**config.mk**
```make
export PLATFORM = sky130hd
export DESIGN_NAME = core_alu_arbiter
export DESIGN_NICKNAME = d
export VERILOG_FILES = /design/src/rtl/core_alu_arbiter.sv
export SDC_FILE = /design/constraint.sdc
export NUM_CORES = 1
export LEC_CHECK = 0
export BUFFER_PORTS_ARGS = -buffer_cell sky130_fd_sc_hd__clkbuf_2
export CAP_MARGIN = 30
export CORE_ASPECT_RATIO = 0.75
export CORE_UTILIZATION = 35
export DETAILED_ROUTE_END_ITERATION = 8
export SLEW_MARGIN = 20
export SYNTH_ARGS = -nofsm -noshare
export SYNTH_HDL_FRONTEND = slang
export SYNTH_SLANG_ARGS = --single-unit
```
**constraint.sdc**
```tcl
create_clock -name clk -period 12.2 [get_ports clk]
set_input_delay 0.61 -clock clk [delete_from_list [all_inputs] [get_ports clk]]
set_output_delay 0.61 -clock clk [all_outputs]
set_load 0.02 [all_outputs]
```
**src/rtl/core_alu_arbiter.sv**
```systemverilog
// core_alu_arbiter: round-robin sharing of one core_alu between the
// execute stage (port 0) and the address/branch-compare unit (port 1).

module core_alu #(
    parameter int DATA_W = 32,
    parameter int FUNC_W = 4
) (
    input  logic              i_eval_en,
    input  logic [FUNC_W-1:0] i_func,
    input  logic [DATA_W-1:0] i_op1,
    input  logic [DATA_W-1:0] i_op2,
    output logic [DATA_W-1:0] o_result
);

    localparam logic [FUNC_W-1:0] F_ADD  = FUNC_W'(0);
    localparam logic [FUNC_W-1:0] F_SUB  = FUNC_W'(1);
    localparam logic [FUNC_W-1:0] F_SLL  = FUNC_W'(2);
    localparam logic [FUNC_W-1:0] F_SLT  = FUNC_W'(3);
    localparam logic [FUNC_W-1:0] F_SLTU = FUNC_W'(4);
    localparam logic [FUNC_W-1:0] F_XOR  = FUNC_W'(5);
    localparam logic [FUNC_W-1:0] F_SRL  = FUNC_W'(6);
    localparam logic [FUNC_W-1:0] F_SRA  = FUNC_W'(7);
    localparam logic [FUNC_W-1:0] F_OR   = FUNC_W'(8);
    localparam logic [FUNC_W-1:0] F_AND  = FUNC_W'(9);

    logic [4:0]        w_shamt;
    logic [DATA_W-1:0] w_res;

    assign w_shamt  = i_op2[4:0];
    assign o_result = w_res;

    // Function decode; output is forced to zero when not enabled
    always_comb begin
        w_res = '0;
        if (i_eval_en) begin
            unique case (i_func)
                F_ADD:   w_res = i_op1 + i_op2;
                F_SUB:   w_res = i_op1 - i_op2;
                F_SLL:   w_res = i_op1 << w_shamt;
                F_SLT:   w_res = {{(DATA_W-1){1'b0}},
                                  ($signed(i_op1) < $signed(i_op2))};
                F_SLTU:  w_res = {{(DATA_W-1){1'b0}}, (i_op1 < i_op2)};
                F_XOR:   w_res = i_op1 ^ i_op2;
                F_SRL:   w_res = i_op1 >> w_shamt;
                F_SRA:   w_res = $unsigned($signed(i_op1) >>> w_shamt);
                F_OR:    w_res = i_op1 | i_op2;
                F_AND:   w_res = i_op1 & i_op2;
                default: w_res = '0;
            endcase
        end
    end

endmodule

module core_alu_arbiter #(
    parameter int DATA_W = 32,
    parameter int FUNC_W = 4
) (
    input  logic              clk,
    input  logic              rst,
    input  logic              flush_in,
    input  logic              req0_valid_in,
    output logic              req0_ready_out,
    input  logic [DATA_W-1:0] req0_op1_in,
    input  logic [DATA_W-1:0] req0_op2_in,
    input  logic [FUNC_W-1:0] req0_func_in,
    input  logic              req1_valid_in,
    output logic              req1_ready_out,
    input  logic [DATA_W-1:0] req1_op1_in,
    input  logic [DATA_W-1:0] req1_op2_in,
    input  logic [FUNC_W-1:0] req1_func_in,
    output logic              rsp0_valid_out,
    input  logic              rsp0_ready_in,
    output logic              rsp1_valid_out,
    input  logic              rsp1_ready_in,
    output logic [DATA_W-1:0] rsp_data_out,
    output logic              busy_out
);

    localparam logic ALU_ENABLE = 1'b1;

    typedef enum logic [1:0] {
        IDLE,
        EXEC,
        RESP
    } state_t;

    state_t            r_state;
    state_t            w_state_nxt;
    logic              r_last_grant;
    logic              r_owner;
    logic [DATA_W-1:0] r_op1;
    logic [DATA_W-1:0] r_op2;
    logic [FUNC_W-1:0] r_func;
    logic [DATA_W-1:0] r_rsp_data;
    logic              r_rsp0_valid;
    logic              r_rsp1_valid;

    logic              w_gnt_vld;
    logic              w_gnt_id;
    logic              w_accept;
    logic              w_rsp_hs;
    logic              w_eval_en;
    logic [DATA_W-1:0] w_alu_res;

    // Round-robin pick: on contention the port that did not win last goes
    always_comb begin
        w_gnt_vld = 1'b0;
        w_gnt_id  = 1'b0;
        if (req0_valid_in && req1_valid_in) begin
            w_gnt_vld = 1'b1;
            w_gnt_id  = ~r_last_grant;
        end else if (req0_valid_in) begin
            w_gnt_vld = 1'b1;
        end else if (req1_valid_in) begin
            w_gnt_vld = 1'b1;
            w_gnt_id  = 1'b1;
        end
    end

    assign w_accept  = !rst && (r_state == IDLE) && w_gnt_vld && !flush_in;
    assign w_rsp_hs  = (r_state == RESP) &&
                       (r_owner ? rsp1_ready_in : rsp0_ready_in);
    assign w_eval_en = (r_state == EXEC) ? ALU_ENABLE : ~ALU_ENABLE;

    core_alu #(
        .DATA_W (DATA_W),
        .FUNC_W (FUNC_W)
    ) u_alu (
        .i_eval_en (w_eval_en),
        .i_func    (r_func),
        .i_op1     (r_op1),
        .i_op2     (r_op2),
        .o_result  (w_alu_res)
    );

    // State register
    always_ff @(posedge clk or posedge rst) begin
        if (rst) r_state <= IDLE;
        else     r_state <= w_state_nxt;
    end

    // Next state: flush wins over accept and response handshake
    always_comb begin
        w_state_nxt = r_state;
        if (flush_in) begin
            w_state_nxt = IDLE;
        end else begin
            unique case (r_state)
                IDLE:    if (w_accept) w_state_nxt = EXEC;
                EXEC:    w_state_nxt = RESP;
                RESP:    if (w_rsp_hs) w_state_nxt = IDLE;
                default: w_state_nxt = IDLE;
            endcase
        end
    end

    // Operand capture, result register and response valids
    always_ff @(posedge clk or posedge rst) begin
        if (rst) begin
            r_last_grant <= 1'b1;
            r_owner      <= 1'b0;
            r_op1        <= '0;
            r_op2        <= '0;
            r_func       <= '0;
            r_rsp_data   <= '0;
            r_rsp0_valid <= 1'b0;
            r_rsp1_valid <= 1'b0;
        end else if (flush_in) begin
            r_rsp0_valid <= 1'b0;
            r_rsp1_valid <= 1'b0;
        end else begin
            if (w_accept) begin
                r_owner      <= w_gnt_id;
                r_last_grant <= w_gnt_id;
                r_op1        <= w_gnt_id ? req1_op1_in  : req0_op1_in;
                r_op2        <= w_gnt_id ? req1_op2_in  : req0_op2_in;
                r_func       <= w_gnt_id ? req1_func_in : req0_func_in;
            end
            if (r_state == EXEC) begin
                r_rsp_data   <= w_alu_res;
                r_rsp0_valid <= !r_owner;
                r_rsp1_valid <= r_owner;
            end
            if (w_rsp_hs) begin
                r_rsp0_valid <= 1'b0;
                r_rsp1_valid <= 1'b0;
            end
        end
    end

    assign req0_ready_out = w_accept && !w_gnt_id;
    assign req1_ready_out = w_accept && w_gnt_id;
    assign rsp0_valid_out = r_rsp0_valid;
    assign rsp1_valid_out = r_rsp1_valid;
    assign rsp_data_out   = r_rsp_data;
    assign busy_out       = (r_state != IDLE);

endmodule

```
==> results.md, run 1 <==
| Item | This run |
| --- | --- |
| Clk Latency, worst-skew pair | 0.40 ns |
| Number of antenna violations at the first check in global routing | 0 |
| Share of cells above drive strength 1 | 0.196 |
| Max-slew violation total from the final report | 0 |
| Setup Crit Path Kind | reg -> reg |
| Final std cells w/o fill | 2207 |
| Outcome | finished clean |
| Area of the core | 36300 um2 |
| Max Root-Sink Buffers | 2 |
| Terminus of the critical flop-to-flop path | rsp_data_out[31] |
| Number of nets in the synthesized netlist | 1854 |
| N_diodes | 0 |
| Final Hold Vio Count | 0 |
| Effective utilization at floorplan | 0.360 |
| Maximum number of pins on one net before global-route repair | 74 |
| Initial detailed-routing violation count | 1538 |
| Avg WL per Cell | 24.7 um |
| Vias per cell | 6.16 |
| Row count | 60 |
| Total negative slack for setup checks | 0 ns |
| PortBufs | 179 |
| Die Footprint | 38100 um2 |
| Portion of the post-synthesis area used by sequential elements | 0.203 |
| Worst slew margin relative to its limit | 0.347 |
| ANT nets after route | 0 |
| FF-to-FF path depth | 13 |
| #FFs+latches synth | 106 |
| Total power draw | 2.89 mW |
| Synth cell types | 85 |
| Number of violations of the max-capacitance limit | 0 |
| FILL cells | 3783 |
| Die span in x | 225 um |
| CTS tree | done |
| Launch point of the worst reg-to-reg path | r_op2[4] |
| Crit Path Max Fanout | 59 |
| IO Pins | 180 |
| Peak supply drop | 0.0811 mV |
| Post-synthesis area per instance | 8.11 um2 |
| Transition at the pin with the smallest max-transition slack | 0.977 ns |
| Setup repair after global routing missed its margin | no |
| Async set-reset flop share out of synthesis | 1.00 |
| Top achievable clock speed | 221 MHz |
| Placed Area | 14300 um2 |
| Cell area power density | 197 nW/um2 |
| Final standard cell utilization of the core | 0.405 |
| Post-Synthesis Cells | 1609 |
| Vert. Die Dim | 169 um |
| Placed Instances | 2190 |
| Total global routing track utilization | 0.288 |
| Class of the tightest hold or removal check | in -> async |
| Global route overflow | 0 |
| Endpoint arrival time on the critical path | 4.85 ns |
| Number of H-tree levels | 3 |
| Clock sink count | 106 |
| Number of buffers inserted during clock tree synthesis | 9 |
| Yosys warning count | 0 |
| Area growth from synthesis to layout | 12.6% |
| Number of enable flip-flop cells after synthesis | 0 |
| # Post-CTS Setup Buffers | 0 |
| Gpl congestion | 1.03 |
| Number of gates resized after cts | 0 |
| NumNets Final | 1951 |
| Fin area | 14700 um2 |
| DRT Pass-1 Iters | 6 |
| Total setup violations reported at the end of the flow | 0 |
| Number of vias in the routed layout | 13600 |
| Critical Path Start Type | flip-flop |
| Share of the clock period used by the worst path after layout | 0.370 |
| Cell Area, Synth | 13000 um2 |
| Residual DRC | 0 |
| Clock transition time at the flip-flop clock pins of the worst setup and hold paths | 0.09 ns |
| Hpwl dp | 41000 um |
| Lkg Pwr | 6.54 nW |
| Setup crit end kind | flip-flop |
| Cell at the root of the clock tree | clkbuf_16 |
| Routed Wire Length | 54400 um |
| Setup slack of the worst register-to-register path | 7.68 ns |
| Minimum period implied by the final worst setup slack | 4.52 ns |
| First-pass GRT wire length | 82700 um |
| Data required time of the critical path | 12.53 ns |
| Post-CTS Hold Buffers | 0 |
| Worst clock skew | 0.0174 ns |
| Vias in the first global route | 12800 |
| Predominant post-synthesis flop cell | dfrtp_1 |
sequential cells by signal, summed over array words and instances, names as in the netlist:
name,count
r_state,2
r_op1,32
r_last_grant,1
rsp_data_out,32
r_op2,32
r_func,4
rsp1_valid_out,1
r_owner,1
rsp0_valid_out,1
worst max-delay path by stage:
stage / start / cells after the start / endpoint
after CTS: r_op2[4] / 13 / rsp_data_out[31]
final: r_op2[4] / 13 / rsp_data_out[31]
after floorplan: r_op2[2] / 16 / rsp_data_out[24]
after global routing: r_op2[4] / 13 / rsp_data_out[29]
after global placement: r_op2[4] / 13 / rsp_data_out[30]
after detailed placement: r_op2[4] / 13 / rsp_data_out[31]
synthesized netlist by cell type (11+ instances only):
| cell | n | area share |
|---|---|---|
| clkbuf_1 | 80 | 0.023 |
| nand3_1 | 16 | 0.0061 |
| nand2b_1 | 12 | 0.0058 |
| a22oi_1 | 17 | 0.0098 |
| o21ai_0 | 163 | 0.063 |
| a221o_1 | 13 | 0.010 |
| mux4_2 | 60 | 0.10 |
| buf_1 | 21 | 0.0060 |
| o21bai_1 | 12 | 0.0069 |
| a221oi_1 | 12 | 0.0081 |
| or3_1 | 11 | 0.0053 |
| o22ai_1 | 12 | 0.0058 |
| a21oi_1 | 139 | 0.053 |
| dfrtp_1 | 105 | 0.20 |
| nor2_1 | 152 | 0.044 |
| nor3_1 | 33 | 0.013 |
| a31oi_1 | 11 | 0.0053 |
| a21o_1 | 21 | 0.012 |
| o221ai_1 | 14 | 0.0094 |
| a211oi_1 | 19 | 0.011 |
| mux2i_1 | 103 | 0.079 |
| ha_1 | 100 | 0.096 |
| nand2_1 | 159 | 0.046 |
| nor2b_1 | 11 | 0.0053 |
| inv_1 | 100 | 0.029 |
| buf_2 | 16 | 0.0061 |
| o211ai_1 | 18 | 0.010 |
metal layers:
layer / wire (um) / share of wire / global-route usage / vias up
met5: 0 / 0 / 0 / -
met2: 23700 / 0.43 / 0.431 / 744
met4: 1420 / 0.026 / 0.0775 / 0
li1: - / - / - / 6128
met1: 24500 / 0.45 / 0.420 / 6646
met3: 4870 / 0.089 / 0.0545 / 84
placed cells by master, fill, tap and decap left out, types with 12 or more instances in the layout:
cell type  instances
nand2_1          159
o22ai_1           12
ha_1             100
o221ai_1          14
a221oi_1          12
a211oi_1          19
nor2_1           151
a22oi_1           17
nor3_1            33
mux4_2            60
clkbuf_2         179
a21o_1            21
o21bai_1          12
nand3_1           16
dfrtp_1          103
a221o_1           13
mux2i_1          103
o21ai_0          162
a21oi_1          139
buf_4             30
o211ai_1          18
inv_1             98
per-stage QoR:
step	setup WS [ns]	hold slack, ns
2_1_floorplan	8.11	0.475
3_3_place_gp	8.02	0.460
3_5_place_dp	7.93	0.465
4_1_cts	7.91	0.308
5_1_grt	7.40	0.349
6_report	7.68	0.280
worst max-delay path, stage by stage, from the launching register on:
cell       delay [ns]
dfrtp_1          0.32
buf_4            0.49
inv_1            0.42
ha_1             0.59
o211ai_1         0.14
o21ai_0          0.43
o2111ai_1        0.25
a21oi_1          0.27
or2_2            0.20
a21o_1           0.18
a31oi_1          0.28
o41ai_1          0.54
nor3b_1          0.22
nand3b_1         0.13
kinds of logic after synthesis:
family	count (synthesis)	share of synthesized area
adders and majority gates	102	0.0990
xor gates and xnor gates	11	0.00739
DFF	106	0.203
AOI/OAI and AO/OA	548	0.272
muxes	176	0.197
and+or+nand+nor	439	0.149
buffers and inverters	227	0.0717
power by group:
part,switching [mW],internal [mW],total (mW)
sequential,0.167,0.440,0.607
combinational,1.21,0.729,1.94
clock,0.164,0.183,0.347
total,1.54,1.35,2.89
cell type report:
type / count / area [um2] / share of cell area
clock buffer: 10 / 229 / 0.0156
multi-input combinational: 1276 / 9520 / 0.648
inverter: 101 / 382 / 0.0260
tap: 496 / 621 / 0.0422
timing repair buffer: 212 / 1190 / 0.0811
clock inverter: 6 / 95.1 / 0.00647
sequential: 106 / 2660 / 0.181
(Power assumes the default switching activity.)
==> inputs of run 2 (changes only) <==
- clock period: 12.2 -> 4.5 ns (I/O delays scaled with it)
==> results.md, run 2 (synthesized netlist as in run 1, its figures left out) <==
| Item | This run | vs previous |
| --- | --- | --- |
| Outcome | finished clean |  |
| Cell at the root of the clock tree | clkbuf_16 |  |
| Placed Instances | 2218 | +1.3% |
| Die Footprint | 38100 um2 | unchanged |
| Total global routing track utilization | 0.289 | +0.000845 |
| NumNets Final | 1980 | +1.5% |
| Setup repair after global routing missed its margin | no |  |
| Number of buffers inserted during clock tree synthesis | 9 | unchanged |
| FILL cells | 3752 | -0.82% |
| Final std cells w/o fill | 2236 | +1.3% |
| Placed Area | 14500 um2 | +1.3% |
| Number of violations of the max-capacitance limit | 0 | unchanged |
| Total power draw | 7.86 mW | +170% |
| Leading cell type in the layout, fill and taps excluded | clkbuf_2 |  |
| Total negative slack for setup checks | 0 ns | unchanged |
| First-pass GRT wire length | 82700 um | about the same |
| Clk Latency, worst-skew pair | 0.40 ns | about the same |
| Initial detailed-routing violation count | 1388 | -9.8% |
| Number of antenna violations at the first check in global routing | 1 | +1 |
| Critical Path Start Type | flip-flop |  |
| Crit-path cells | inv_1, ha_1, a211oi_1, o21ai_0, o2111ai_1, a21oi_1, nor3b_1, buf_4, o21ai_0, a41o_1, o21ai_0, o2111a_1, a221oi_1 |  |
| Slowest stage cell on the critical path | o21ai_0 |  |
| Sequential cell area | 2660 um2 | unchanged |
| Number of gates resized after cts | 0 | unchanged |
| Max Root-Sink Buffers | 2 | unchanged |
| Residual DRC | 0 | unchanged |
| Setup slack of the worst register-to-register path | 0.33 ns | -7.35 ns |
| Terminus of the critical flop-to-flop path | rsp_data_out[29] |  |
| Avg WL per Cell | 24.4 um | -0.84% |
| Clock transition time at the flip-flop clock pins of the worst setup and hold paths | 0.09 ns | about the same |
| Most frequent CP cell | o21ai_0 |  |
| Area of the core | 36300 um2 | unchanged |
| Max-slew violation total from the final report | 0 | unchanged |
| Peak per-stage delay on the critical path | 0.57 ns | -0.02 ns |
| Clock sink count | 106 | unchanged |
| Launch point of the worst hold path | flush_in |  |
| ANT nets after route | 0 | unchanged |
| Setup Crit Path Kind | reg -> reg |  |
| Highest routed layer | met4 |  |
| Global route overflow | 0 | unchanged |
| Routed met2 length | 23900 um | +0.97% |
| DRT Pass-1 Iters | 6 | unchanged |
| Vias in the first global route | 12800 | -0.24% |
| FF-to-FF path depth | 13 | unchanged |
| Number of vias in the routed layout | 13800 | +1.2% |
| Cell area power density | 529 nW/um2 | +170% |
| Vias per cell | 6.16 | -0.11% |
| Worst clock skew | 0.0217 ns | +0.00431 ns |
| Share of the clock period used by the worst path after layout | 0.927 | +0.556 |
| Lkg Pwr | 6.65 nW | +1.8% |
| Vert. Die Dim | 169 um | unchanged |
| Number of H-tree levels | 3 | unchanged |
| Endpoint arrival time on the critical path | 4.46 ns | -0.39 ns |
| Die span in x | 225 um | unchanged |
| Worst hold endpoint | r_state[1] |  |
| IO Pins | 180 | unchanged |
| Final Hold Vio Count | 0 | unchanged |
| Minimum period implied by the final worst setup slack | 4.17 ns | -0.347 ns |
| Crit Path Max Fanout | 13 | -78% |
| Final standard cell utilization of the core | 0.410 | +0.00445 |
| Maximum number of pins on one net before global-route repair | 63 | -15% |
| Routed Wire Length | 54700 um | +0.46% |
| PortBufs | 179 | unchanged |
| Area taken by multi-input logic gates | 9500 um2 | -0.14% |
| CTS tree | done |  |
| Row count | 60 | unchanged |
| Top achievable clock speed | 240 MHz | +8.3% |
| Setup slack after layout | 0.330 ns | -7.35 ns |
| Pre-CTS WS | 0.528 ns | -7.40 ns |
| Launch point of the worst reg-to-reg path | r_op2[1] |  |
| Share of cells above drive strength 1 | 0.209 | +0.0128 |
| Gpl congestion | 0.989 | -4.3% |
| Worst hold-check slack | 0.0212 ns | -0.259 ns |
| Min-Delay Path Depth | 2 |  |
| Hpwl dp | 41400 um | +1.1% |
| Setup crit end kind | flip-flop |  |
| Peak supply drop | 0.190 mV | +130% |
| Effective utilization at floorplan | 0.360 | unchanged |
| Transition at the pin with the smallest max-transition slack | 0.852 ns | -0.126 ns |
| Worst slew margin relative to its limit | 0.431 | +0.0839 |
| Data required time of the critical path | 4.79 ns | -7.74 ns |
| Total met3 wirelength after detailed routing | 4970 um | +2.1% |
| Wire length on met1 | 24200 um | -1.1% |
| Class of the tightest hold or removal check | in -> reg |  |
| Commonest cells after routing, fill and taps aside | clkbuf_2 (179), o21ai_0 (162), nand2_1 (159), nor2_1 (151), a21oi_1 (139) |  |
| Fin area | 14900 um2 | +1.1% |
| Total setup violations reported at the end of the flow | 0 | unchanged |
| Area growth from synthesis to layout | 13.9% |  |
| N_diodes | 0 | unchanged |
## run 2: power breakdown
part           switching, mW  internal, mW  leakage [nW]
clock network          0.426         0.435         0.143
logic                   3.41          2.05          5.17
registers              0.348          1.20          1.34
total                   4.18          3.68          6.65
## run 2: layout make-up
| class | count | share of cell area |
|---|---|---|
| sequential | 106 | 0.179 |
| clock buffer | 10 | 0.0154 |
| inverter | 101 | 0.0257 |
| tap | 496 | 0.0418 |
| multi-input combinational | 1276 | 0.640 |
| clock inverter | 6 | 0.00438 |
| timing repair buffer | 241 | 0.0940 |
## run 2: worst max path at each step
stage,start,end,slack [ns],cells after the start
finish,r_op2[1],rsp_data_out[29],0.33,13
global route,r_op2[1],rsp_data_out[29],0.20,13
CTS,r_op2[1],rsp_data_out[29],0.48,13
detailed placement,r_op2[1],rsp_data_out[30],0.53,11
global placement,r_op2[1],rsp_data_out[30],0.62,11
floorplan,r_op2[2],rsp_data_out[24],0.41,16
## run 2: timing repair
item                                   in CTS  in global routing
setup buffers                               0                  0
endpoints found under the hold margin       0                 15
hold buffers                                0                  1
## run 2: worst max-delay path: cells and delay by family (launching register included)
kind | cells | cell delay [ns]
compound gates | 9 | 2.40
flops | 1 | 0.55
buf+inv | 2 | 0.54
fa+ha+maj | 1 | 0.48
simple gates | 1 | 0.09
## run 2: layer usage
| metal | track usage | vias to the layer above |
|---|---|---|
| met5 | 0 | - |
| met1 | 0.412 | 6748 |
| met4 | 0.0858 | 0 |
| li1 | - | 6191 |
| met2 | 0.438 | 736 |
| met3 | 0.0582 | 90 |
